`src/rtl/alu_exec_ctrl.sv`:
```
// alu_exec_ctrl: execute-stage sequencer that reads operands, fires the ALU,
// then writes the result back and merges ALU flags into the PSW it owns.
module alu_exec_ctrl #(
   parameter int unsigned WAIT_CYC = 1,
   parameter logic [15:0] PSW_RST  = 16'h0000
) (
   input  logic        clk,
   input  logic        rst_n,
   input  logic        issue_valid,
   output logic        issue_ready,
   input  logic [5:0]  issue_instr,
   input  logic        issue_opt,
   input  logic [2:0]  issue_dst,
   input  logic [2:0]  issue_src,
   input  logic        issue_imm_sel,
   input  logic [15:0] issue_imm,
   input  logic        abort,
   output logic [2:0]  rf_raddr_a,
   output logic [2:0]  rf_raddr_b,
   input  logic [15:0] rf_rdata_a,
   input  logic [15:0] rf_rdata_b,
   output logic        rf_we,
   output logic [2:0]  rf_waddr,
   output logic [15:0] rf_wdata,
   output logic [15:0] alu_op1,
   output logic [15:0] alu_op2,
   output logic [5:0]  alu_instr,
   output logic        alu_opt,
   output logic [15:0] alu_psw_i,
   output logic        alu_e,
   input  logic [15:0] alu_result,
   input  logic [15:0] alu_psw_o,
   output logic [15:0] psw,
   output logic        busy,
   output logic        done
);
   typedef enum logic [2:0] {S_IDLE, S_OPS, S_FIRE, S_WAIT, S_WB} state_t;
   state_t      state_q, state_d;
   logic [5:0]  instr_q, instr_d;
   logic        opt_q, opt_d, imm_sel_q, imm_sel_d, alu_e_q, alu_e_d;
   logic [2:0]  dst_q, dst_d, src_q, src_d;
   logic [15:0] imm_q, imm_d, op1_q, op1_d, op2_q, op2_d, psw_q, psw_d;
   logic [3:0]  cnt_q, cnt_d;
   logic        no_wb, c_only;
   logic [15:0] psw_mask;

   assign no_wb = instr_q[5:1] == 5'b00101 || instr_q[5:1] == 5'b01001;
   assign c_only = instr_q[5:1] == 5'b00100 || instr_q[5:1] == 5'b01101;
   // opt merges V,N,Z,C; dadd/rrc still carry out through C without opt
   assign psw_mask = opt_q ? 16'h0017 : (c_only ? 16'h0001 : 16'h0000);

   assign issue_ready = state_q == S_IDLE && !abort;
   assign busy        = state_q != S_IDLE;
   assign rf_raddr_a  = dst_q;
   assign rf_raddr_b  = src_q;
   assign rf_waddr    = dst_q;
   assign rf_wdata    = alu_result;
   assign alu_op1     = op1_q;
   assign alu_op2     = op2_q;
   assign alu_instr   = instr_q;
   assign alu_opt     = opt_q;
   assign alu_psw_i   = psw_q;
   assign alu_e       = alu_e_q;
   assign psw         = psw_q;

   always_comb begin
      state_d   = state_q;
      instr_d   = instr_q;
      opt_d     = opt_q;
      dst_d     = dst_q;
      src_d     = src_q;
      imm_sel_d = imm_sel_q;
      imm_d     = imm_q;
      op1_d     = op1_q;
      op2_d     = op2_q;
      psw_d     = psw_q;
      cnt_d     = cnt_q;
      rf_we     = 1'b0;
      done      = 1'b0;
      case (state_q)
         S_IDLE: if (issue_valid && issue_ready) begin
            instr_d   = issue_instr;
            opt_d     = issue_opt;
            dst_d     = issue_dst;
            src_d     = issue_src;
            imm_sel_d = issue_imm_sel;
            imm_d     = issue_imm;
            state_d   = S_OPS;
         end
         S_OPS: begin
            op1_d   = rf_rdata_a;
            op2_d   = imm_sel_q ? imm_q : rf_rdata_b;
            state_d = S_FIRE;
         end
         S_FIRE: begin
            cnt_d   = 4'(WAIT_CYC - 1);
            state_d = S_WAIT;
         end
         S_WAIT: begin
            cnt_d   = cnt_q - 4'd1;
            state_d = cnt_q == 4'd0 ? S_WB : S_WAIT;
         end
         S_WB: begin
            done    = 1'b1;
            rf_we   = !no_wb;
            psw_d   = (psw_q & ~psw_mask) | (alu_psw_o & psw_mask);
            state_d = S_IDLE;
         end
         default: state_d = S_IDLE;
      endcase
      if (abort && state_q != S_IDLE) begin
         state_d = S_IDLE;
         rf_we   = 1'b0;
         done    = 1'b0;
         psw_d   = psw_q;
      end
      alu_e_d = state_d == S_FIRE;
   end

   always_ff @(posedge clk or negedge rst_n) begin
      if (!rst_n) begin
         state_q   <= S_IDLE;
         instr_q   <= '0;
         opt_q     <= 1'b0;
         dst_q     <= '0;
         src_q     <= '0;
         imm_sel_q <= 1'b0;
         imm_q     <= '0;
         op1_q     <= '0;
         op2_q     <= '0;
         psw_q     <= PSW_RST;
         cnt_q     <= '0;
         alu_e_q   <= 1'b0;
      end else begin
         state_q   <= state_d;
         instr_q   <= instr_d;
         opt_q     <= opt_d;
         dst_q     <= dst_d;
         src_q     <= src_d;
         imm_sel_q <= imm_sel_d;
         imm_q     <= imm_d;
         op1_q     <= op1_d;
         op2_q     <= op2_d;
         psw_q     <= psw_d;
         cnt_q     <= cnt_d;
         alu_e_q   <= alu_e_d;
      end
   end
endmodule
```
`config.mk`:
```
export PLATFORM = sky130hd
export DESIGN_NAME = alu_exec_ctrl
export DESIGN_NICKNAME = d
export VERILOG_FILES = /design/src/rtl/alu_exec_ctrl.sv
export SDC_FILE = /design/constraint.sdc
export NUM_CORES = 1
export LEC_CHECK = 0
export BUFFER_PORTS_ARGS = -buffer_cell sky130_fd_sc_hd__buf_4
export CORE_MARGIN = 1.5
export CORE_UTILIZATION = 30
export DETAILED_ROUTE_END_ITERATION = 10
export SLEW_MARGIN = 5
export SYNTH_ARGS = -nofsm -noshare
export SYNTH_HDL_FRONTEND = slang
export SYNTH_SLANG_ARGS = --single-unit
export TNS_END_PERCENT = 100
```
`constraint.sdc`:
```
create_clock -name clk -period 2.1 [get_ports clk]
set_clock_uncertainty 0.05 [all_clocks]
set_input_delay 0.315 -clock clk [delete_from_list [all_inputs] [get_ports clk]]
set_output_delay 0.315 -clock clk [all_outputs]
set_load 0.02 [all_outputs]
```
# Yosys cells after proc, flatten, opt, wreduce, memory -nomap -nowiden
# Index checks and enable logic that the tools add are counted.
[op_classes]
add_sub_neg = 1
eq_ne = 9
n_mux = 12
bitwise = 5
n_reduce_logical = 13
[ops]
columns = ["cell", "n"]
rows = [
  ["16-bit bitwise AND", 1],
  ["16-bit by 5-bit bitwise AND with 16-bit output", 1],
  ["16-bit two-way mux", 1],
  ["5-bit inverter with 16-bit output", 1],
  ["16-bit bitwise OR", 1],
  ["3-bit one-hot mux with 4 select lines", 1],
  ["5-bit by 3-bit equality test with 1-bit output (second input constant)", 2],
  ["5-bit by 4-bit equality test with 1-bit output (second input constant)", 2],
  ["3-bit by 2-bit equality test with 1-bit output (second input constant)", 3],
  ["3-bit two-way mux", 3],
  ["4-bit one-hot mux with 2 select lines", 1],
  ["1-bit two-way mux", 5],
  ["5-bit two-way mux", 1],
  ["4-bit zero test", 1],
  ["2-bit AND reduction", 2],
  ["4-bit by 1-bit subtractor with 4-bit output (second input constant)", 1],
  ["3-bit by 1-bit equality test with 1-bit output (second input constant)", 1],
  ["3-bit equality test (second input constant)", 1],
  ["1-bit logical AND", 3],
  ["3-bit zero test", 1],
  ["3-bit nonzero test", 1],
  ["1-bit zero test", 2],
  ["1-bit logical OR", 2],
  ["2-bit nonzero test", 1],
  ["1-bit inverter", 1],
]
[totals]
reg_bits = 86
inputBits = 98
out_inout_bits = 101
word_cells = 52

# Depth between registers and ports, before layout
# Gate-level depths: netlist (run 1).
[depth]
depth_word = 7
ltp_mapped = 6
mapped_depth_nobuf = 5

# Worst setup path before layout (run 1)
# No wires, ideal clock.
[synth_timing]
path_type = "register -> output"
start = "register state_q[0]"
end = "output port rf_we"
t_arrival_ns = 1.501
required_ns = 1.735
setup_slack_ns = 0.234
path_stages_with_launch = 3
path_buffers = 0
cell_sequence = "dfrtp_1 nor4b_4 a21boi_0"
[synth_via]
elab_chain_len = 3
word_cells_on_any_way = 5
[synth_rtl]
columns = ["element", "line_no", "rtl"]
rows = [
  ["from (decl)", "38", "state_t state_q, state_d;"],
  ["from (signal assigned)", "135", "state_q <= state_d;"],
  ["3-bit equality test or 3-bit nonzero test (tied branches)", "80, 111", ""],
  ["1-bit two-way mux or 1-bit logical AND (tied branches)", "80, 111", ""],
  ["1-bit two-way mux *", "111", "if (abort && state_q != S_IDLE) begin"],
  ["to (decl)", "22", "output logic rf_we,"],
]
# Every way passes the cells marked *; elsewhere a longest branch is shown, timed or not.

# Final worst setup path (run 1)
[layout_timing]
start = "register state_q[1]"
end = "output port rf_we"
# Same word-level chain as after synthesis.

==> metrics, run 1 <==
Post-DP Area=4340 sq um; CTS clock-pin slew for the worst setup and hold paths=60 ps; pwr/cell area=1420 nW/um^2; Reg-to-Reg Start=state_q[0]$_DFF_PN0_; r2r worst-path depth=4; nets=491; Leak=2.24 nW; post-DR vias/cell=4.45; Setup Viol. Count Final=0; CTS tree=yes; number of global-route vias before repair=2,352; fillcell total=1,075; Clock Path Buffers=2; Clock Sinks=74; Max Freq=507 MHz; layout cells sized above 1=51.8%; DRC errors left=0; Synth Flop Type=dfrtp_1; WL/cell=13.8 microns; Worst Setup End Kind=output port; outcome=complete, no violations; WS Path Type=register to output port; crit path capture=rf_we; Routed WL=7.37 mm; initial antenna violation count=0; first-pass GRT wire length=11.3 mm; Area Growth Syn to Fin=35.1%; VDD IR-drop max=572 uV; Starting Density=31.3%; RSZ-0062 raised after global routing=false; # IOs=199; fin crit share=93.9%; final design area excluding fillers=4660 sq um; Row Count=38; Root Buffer=clkbuf_16; sequential cell area fraction in the yosys report=53.7%; pin count of the biggest net entering global routing=48; final setup TNS=0 ps; Final min period=1970 ps; worst hold path cell count=2; r2r endpoint=alu_op1[12]$_DFFE_PN0P_; worst reg2reg setup slack=390 ps; worst hold path class=primary input to register; max cap viols=0; Pre-antenna DRT Iters=4; origin of the worst setup path=state_q[1]$_DFF_PN0_; CTS Buf Count=9; GRT Resource Usage Total=12.4%; Die Area=12,100 sq um; clk_lat worst skew=320 ps; die width=110 microns; Netlist cell types=32; Die H=110 microns; Critical Path Start Type=register; #FFs+latches synth=74; GPL Wtd Cong=0.695; antenna viol nets, final=0; Final HPWL DP=5.35 mm; total gr overflow=0; Worst Path Arrival=1610 ps; vias=2,386; number of DRC markers in iteration 0=68; H-tree depth=3; Post-synth EDFFs=0; cell count after synthesis=277; Antenna diodes=0; final hold vios=0; maximum fanout along the worst path=12; Worst Path Required=1740 ps; Syn Area/Cell=12.4 sq um; CORE AREA=11,000 sq um; Cell Area, Synth=3450 sq um; Hold WS=151 ps; max-slew violations=0; IO Port Bufs=130; Synth Warn #=0; Storage cell area=1850 sq um; Post-synth ARST share=100%; area of the multi-input gates=1260 sq um
[repair_timing]
item | in CTS | in global routing
resized for setup | 0 | 1
endpoints found under the setup margin | 1 | 1
pin swaps | 1 | 1
hold endpoints to repair | 27 | 0
hold buffers | 1 | 0
buffers inserted | 0 | 1
[kinds of logic (layout without fill, tap and decap cells)]
logic type                 Yosys count  after routing  share of synthesized area (%)
DFF                                 74             74                           53.7
muxes                               68             68                           21.6
buffers and inverters               63            159                           12.4
and+or+nand+nor                     40             40                           6.39
AOI/OAI and AO/OA                   27             27                           4.54
adders and majority gates            2              2                          0.726
xor gates and xnor gates             2              2                          0.508
other                                1             24                          0.109
[flip-flops by register name, summed over array words and instances (netlist names), named ones only]
name / cells
rf_raddr_b: 3
state_q: 3
rf_raddr_a: 3
alu_opt: 1
imm_sel_q: 1
alu_op2: 16
imm_q: 16
alu_e: 1
alu_instr: 6
cnt_q: 4
alu_op1: 16
[how the worst min path moves through the flow]
stage,startpoint,end,slack [ps]
floorplan,rst_n,async pin,-30
global placement,rst_n,alu_instr[1]$_DFFE_PN0P_,210
detailed placement,rst_n,async pin,210
CTS,alu_psw_o[4],register,140
global route,alu_psw_o[4],register,150
finish,alu_psw_o[4],register,150
[cells in the final DEF (no fill, tap or decap), drive strengths merged]
cell type / netlist / final
buf: 57 / 138
dfrtp: 74 / 74
mux2: 51 / 51
conb: 1 / 24
nor2: 18 / 18
a21oi: 17 / 17
mux2i: 17 / 17
clkbuf: 2 / 9
nand2: 7 / 7
inv: 4 / 5
o21ai: 3 / 3
clkinv: 0 / 3
nor3b: 3 / 3
a21boi: 2 / 2
xnor2: 2 / 2
nor3: 2 / 2
nand2b: 2 / 2
a22o: 2 / 2
ha: 2 / 2
clkinvlp: 0 / 2
nor4b: 2 / 2
o21bai: 1 / 1
o31ai: 1 / 1
and3: 1 / 1
or3: 1 / 1
nor4: 1 / 1
nand3b: 1 / 1
a211o: 1 / 1
nand4: 1 / 1
nand3: 1 / 1
bufinv: 0 / 1
dlygate4sd3: 0 / 1
[metrics by stage]
| stage | power (mW) | setup WS, ps | util (%) | instances |
|---|---|---|---|---|
| 5_1_grt | 7.04 | 47.7 | 42.2 | 536 |
| 4_1_cts | 6.72 | 16.6 | 42.1 | 535 |
| 3_5_place_dp | 5.16 | 307 | 39.4 | 518 |
| 2_1_floorplan | 4.12 | 234 | - | 300 |
| 6_report | 6.60 | 127 | 42.2 | 536 |
| 3_3_place_gp | 5.09 | 324 | 39.4 | 518 |
[layout make-up]
class                      instances  share of cell area, %
sequential                        74                   39.8
multi-input combinational        163                   27.1
timing repair buffer             139                   22.7
clock buffer                       9                   4.84
tap                              140                   3.76
clock inverter                     7                   1.48
inverter                           4                  0.322
[metal layers]
metal	share of wire [%]	vias to the layer above	GRT usage, %	wire, microns
li1	-	1116	-	-
met1	42	1152	15.1	3130
met2	47	105	20.0	3500
met3	8.7	13	4.70	644
met4	1.5	0	4.85	107
met5	0	-	0	0
[cells in the mapped netlist, drive strengths merged (3+ instances only)]
master / number / area share, %
a21oi: 17 / 2.5
buf: 57 / 12
nand2: 7 / 0.76
nor2: 18 / 2.0
inv: 4 / 0.44
o21ai: 3 / 0.44
nor3b: 3 / 0.80
mux2i: 17 / 4.9
dfrtp: 74 / 54
mux2: 51 / 17
[where the power goes]
part / switching (mW) / total, mW / internal, mW
clock: 0.597 / 1.51 / 0.917
combinational: 1.35 / 2.68 / 1.33
sequential: 0.390 / 2.42 / 2.03
total: 2.33 / 6.60 / 4.27
[worst max-delay path: stages (launching register included)]
cell and delay [ps]:
dfrtp_2 500, nor4b_4 260, buf_4 170, a21boi_0 180, buf_4 170
Note: power is estimated with default switching activity, not from simulation.
==> run 2, diff against run 1 <==
--- a/config.mk
+++ b/config.mk
@@ -5,7 +5,7 @@
 export SDC_FILE = /design/constraint.sdc
 export NUM_CORES = 1
 export LEC_CHECK = 0
-export BUFFER_PORTS_ARGS = -buffer_cell sky130_fd_sc_hd__buf_4
+export BUFFER_PORTS_ARGS = -buffer_cell sky130_fd_sc_hd__clkbuf_2
 export CORE_MARGIN = 1.5
 export CORE_UTILIZATION = 30
 export DETAILED_ROUTE_END_ITERATION = 10
==> constraint.sdc (replaced) <==
create_clock -name clk -period 2 [get_ports clk]
set_clock_uncertainty 0.05 [all_clocks]
set_input_delay 0.3 -clock clk [delete_from_list [all_inputs] [get_ports clk]]
set_output_delay 0.3 -clock clk [all_outputs]
set_load 0.02 [all_outputs]
==> run 2 against run 1 <==
Compared with the run above: register-to-register slack lost 50 ps; non-clock buffer count grew 3; critical path depth shrank 1; first-iteration DRC count grew 21%; worst hold slack lost 20 ps; cell count grew 0.56%; core utilization shrank 2.4 points; global-route usage shrank 0.27 points; worst setup slack lost 33 ps; routed wire length shrank 4.0%; die area is the same; combinational power shrank 6%.
==> metrics, run 2 (synthesis results as in run 1) <==
outcome=complete, no violations (unchanged); final setup TNS=0 ps (unchanged); initial antenna violation count=0 (unchanged); Pre-antenna DRT Iters=4 (unchanged); Final min period=1910 ps; RSZ-0062 raised after global routing=false (unchanged); Final HPWL DP=5.22 mm (was 5.35 mm); r2r endpoint=imm_q[9]$_DFFE_PN0P_ (was alu_op1[12]$_DFFE_PN0P_); maximum fanout along the worst path=6 (was 12); clk_lat worst skew=330 ps (was 320 ps); worst reg2reg setup slack=340 ps (was 390 ps); vias=2,337 (was 2,386); antenna viol nets, final=0 (unchanged); Starting Density=31.3% (unchanged); Pwr Total=6.73 mW (was 6.60 mW); WL/cell=13.1 microns (was 13.8 microns); Antenna diodes=0 (unchanged); WS Path Type=register to output port (unchanged); origin of the worst setup path=state_q[1]$_DFF_PN0_ (unchanged); Area Growth Syn to Fin=27.4% (was 35.1%); r2r worst-path depth=4 (unchanged); number of DRC markers in iteration 0=82 (was 68); Layout Utilization=39.8% (was 42.2%); worst hold path class=primary input to register (unchanged); Setup Viol. Count Final=0 (unchanged); total gr overflow=0 (unchanged); most frequent cells in the layout=clkbuf_2, dfrtp_1, mux2_2 (was buf_4, dfrtp_1, mux2_2); CTS clock-pin slew for the worst setup and hold paths=60 ps (about the same); Hold WS=131 ps (was 151 ps); CTS tree=yes (unchanged); CTS Buf Count=9 (unchanged); GRT Resource Usage Total=12.1% (was 12.4%); crit path capture=rf_we (unchanged); Routed WL=7.08 mm (was 7.37 mm); Worst Setup End Kind=output port (unchanged); Row Count=38 (unchanged); layout cells sized above 1=52.1% (was 51.8%); pin count of the biggest net entering global routing=46 (was 48); fin crit share=95.3%; Reg-to-Reg Start=state_q[0]$_DFF_PN0_ (unchanged); Die H=110 microns (unchanged); die width=110 microns (unchanged); Worst Path Arrival=1560 ps (was 1610 ps); max-slew violations=0 (unchanged); Clock Sinks=74 (unchanged); H-tree depth=3 (unchanged); nets=494 (was 491); most common cell after layout, fill and taps aside=clkbuf_2 (was buf_4); DRC errors left=0 (unchanged); Clock Path Buffers=2 (unchanged); first-pass GRT wire length=10.9 mm (was 11.3 mm); number of global-route vias before repair=2,264 (was 2,352); final hold vios=0 (unchanged); GPL Wtd Cong=0.714 (was 0.695); Max Freq=525 MHz; Die Area=12,100 sq um (unchanged); # IOs=199 (unchanged); post-DR vias/cell=4.34 (was 4.45); Critical Path Start Type=register (unchanged); pwr/cell area=1530 nW/um^2 (was 1420 nW/um^2); CORE AREA=11,000 sq um (unchanged); Root Buffer=clkbuf_16 (unchanged); IO Port Bufs=130 (unchanged); Leak=2.19 nW (was 2.24 nW); Worst Path Required=1650 ps (was 1740 ps); VDD IR-drop max=788 uV (was 572 uV); max cap viols=0 (unchanged)
run 2: what timing repair did:
item	in CTS	in global routing
resized for setup	0	1
hold buffers	1	0
buffers inserted	1	1
pin swaps	1	1
endpoints found under the setup margin	1	1
endpoints found under the hold margin	29	0
run 2: area by class of cell:
cell class                 instances  area [sq um]
fill                            1110          6640
multi-input combinational        163          1260
inverter                           4          15.0
sequential                        74          1850
clock buffer                       9           225
timing repair buffer             142           771
clock inverter                     7          93.8
tap                              140           175
run 2: worst min-delay path by stage:
stage / from / to / cells past startpoint
6_report: alu_psw_o[4] / register / 2
5_1_grt: issue_imm[15] / imm_q[15]$_DFFE_PN0P_ / 2
4_1_cts: alu_psw_o[4] / register / 2
3_5_place_dp: rst_n / alu_instr[1]$_DFFE_PN0P_ / 1
3_3_place_gp: rst_n / alu_instr[4]$_DFFE_PN0P_ / 1
2_1_floorplan: rst_n / async pin / 0
run 2: report_power, final:
part	switching [mW]	internal [mW]	total, mW
combinational	1.42	1.09	2.51
sequential	0.393	2.13	2.52
clock	0.611	1.09	1.70
total	2.43	4.31	6.73
run 2: layer usage:
layer / wire length (microns) / up-vias / GRT usage (%)
li1: - / 1112 / -
met1: 3030 / 1105 / 14.3
met2: 3350 / 107 / 19.2
met3: 572 / 13 / 6.00
met4: 119 / 0 / 4.30
met5: 0 / - / 0
run 2: stage by stage:
stage	worst slack [ps]	std cells	area (sq um)
final	94.5	539	4390
after global routing	8.79	539	4390
after CTS	33.0	538	4380
after detailed placement	322	520	4050
after global placement	343	520	4050
after floorplan	149	300	3530
run 2: worst max-delay path, stage by stage (launching register included):
cell,delay (ps)
dfrtp_2,450
nor4b_4,370
a21boi_0,210
clkbuf_2,190
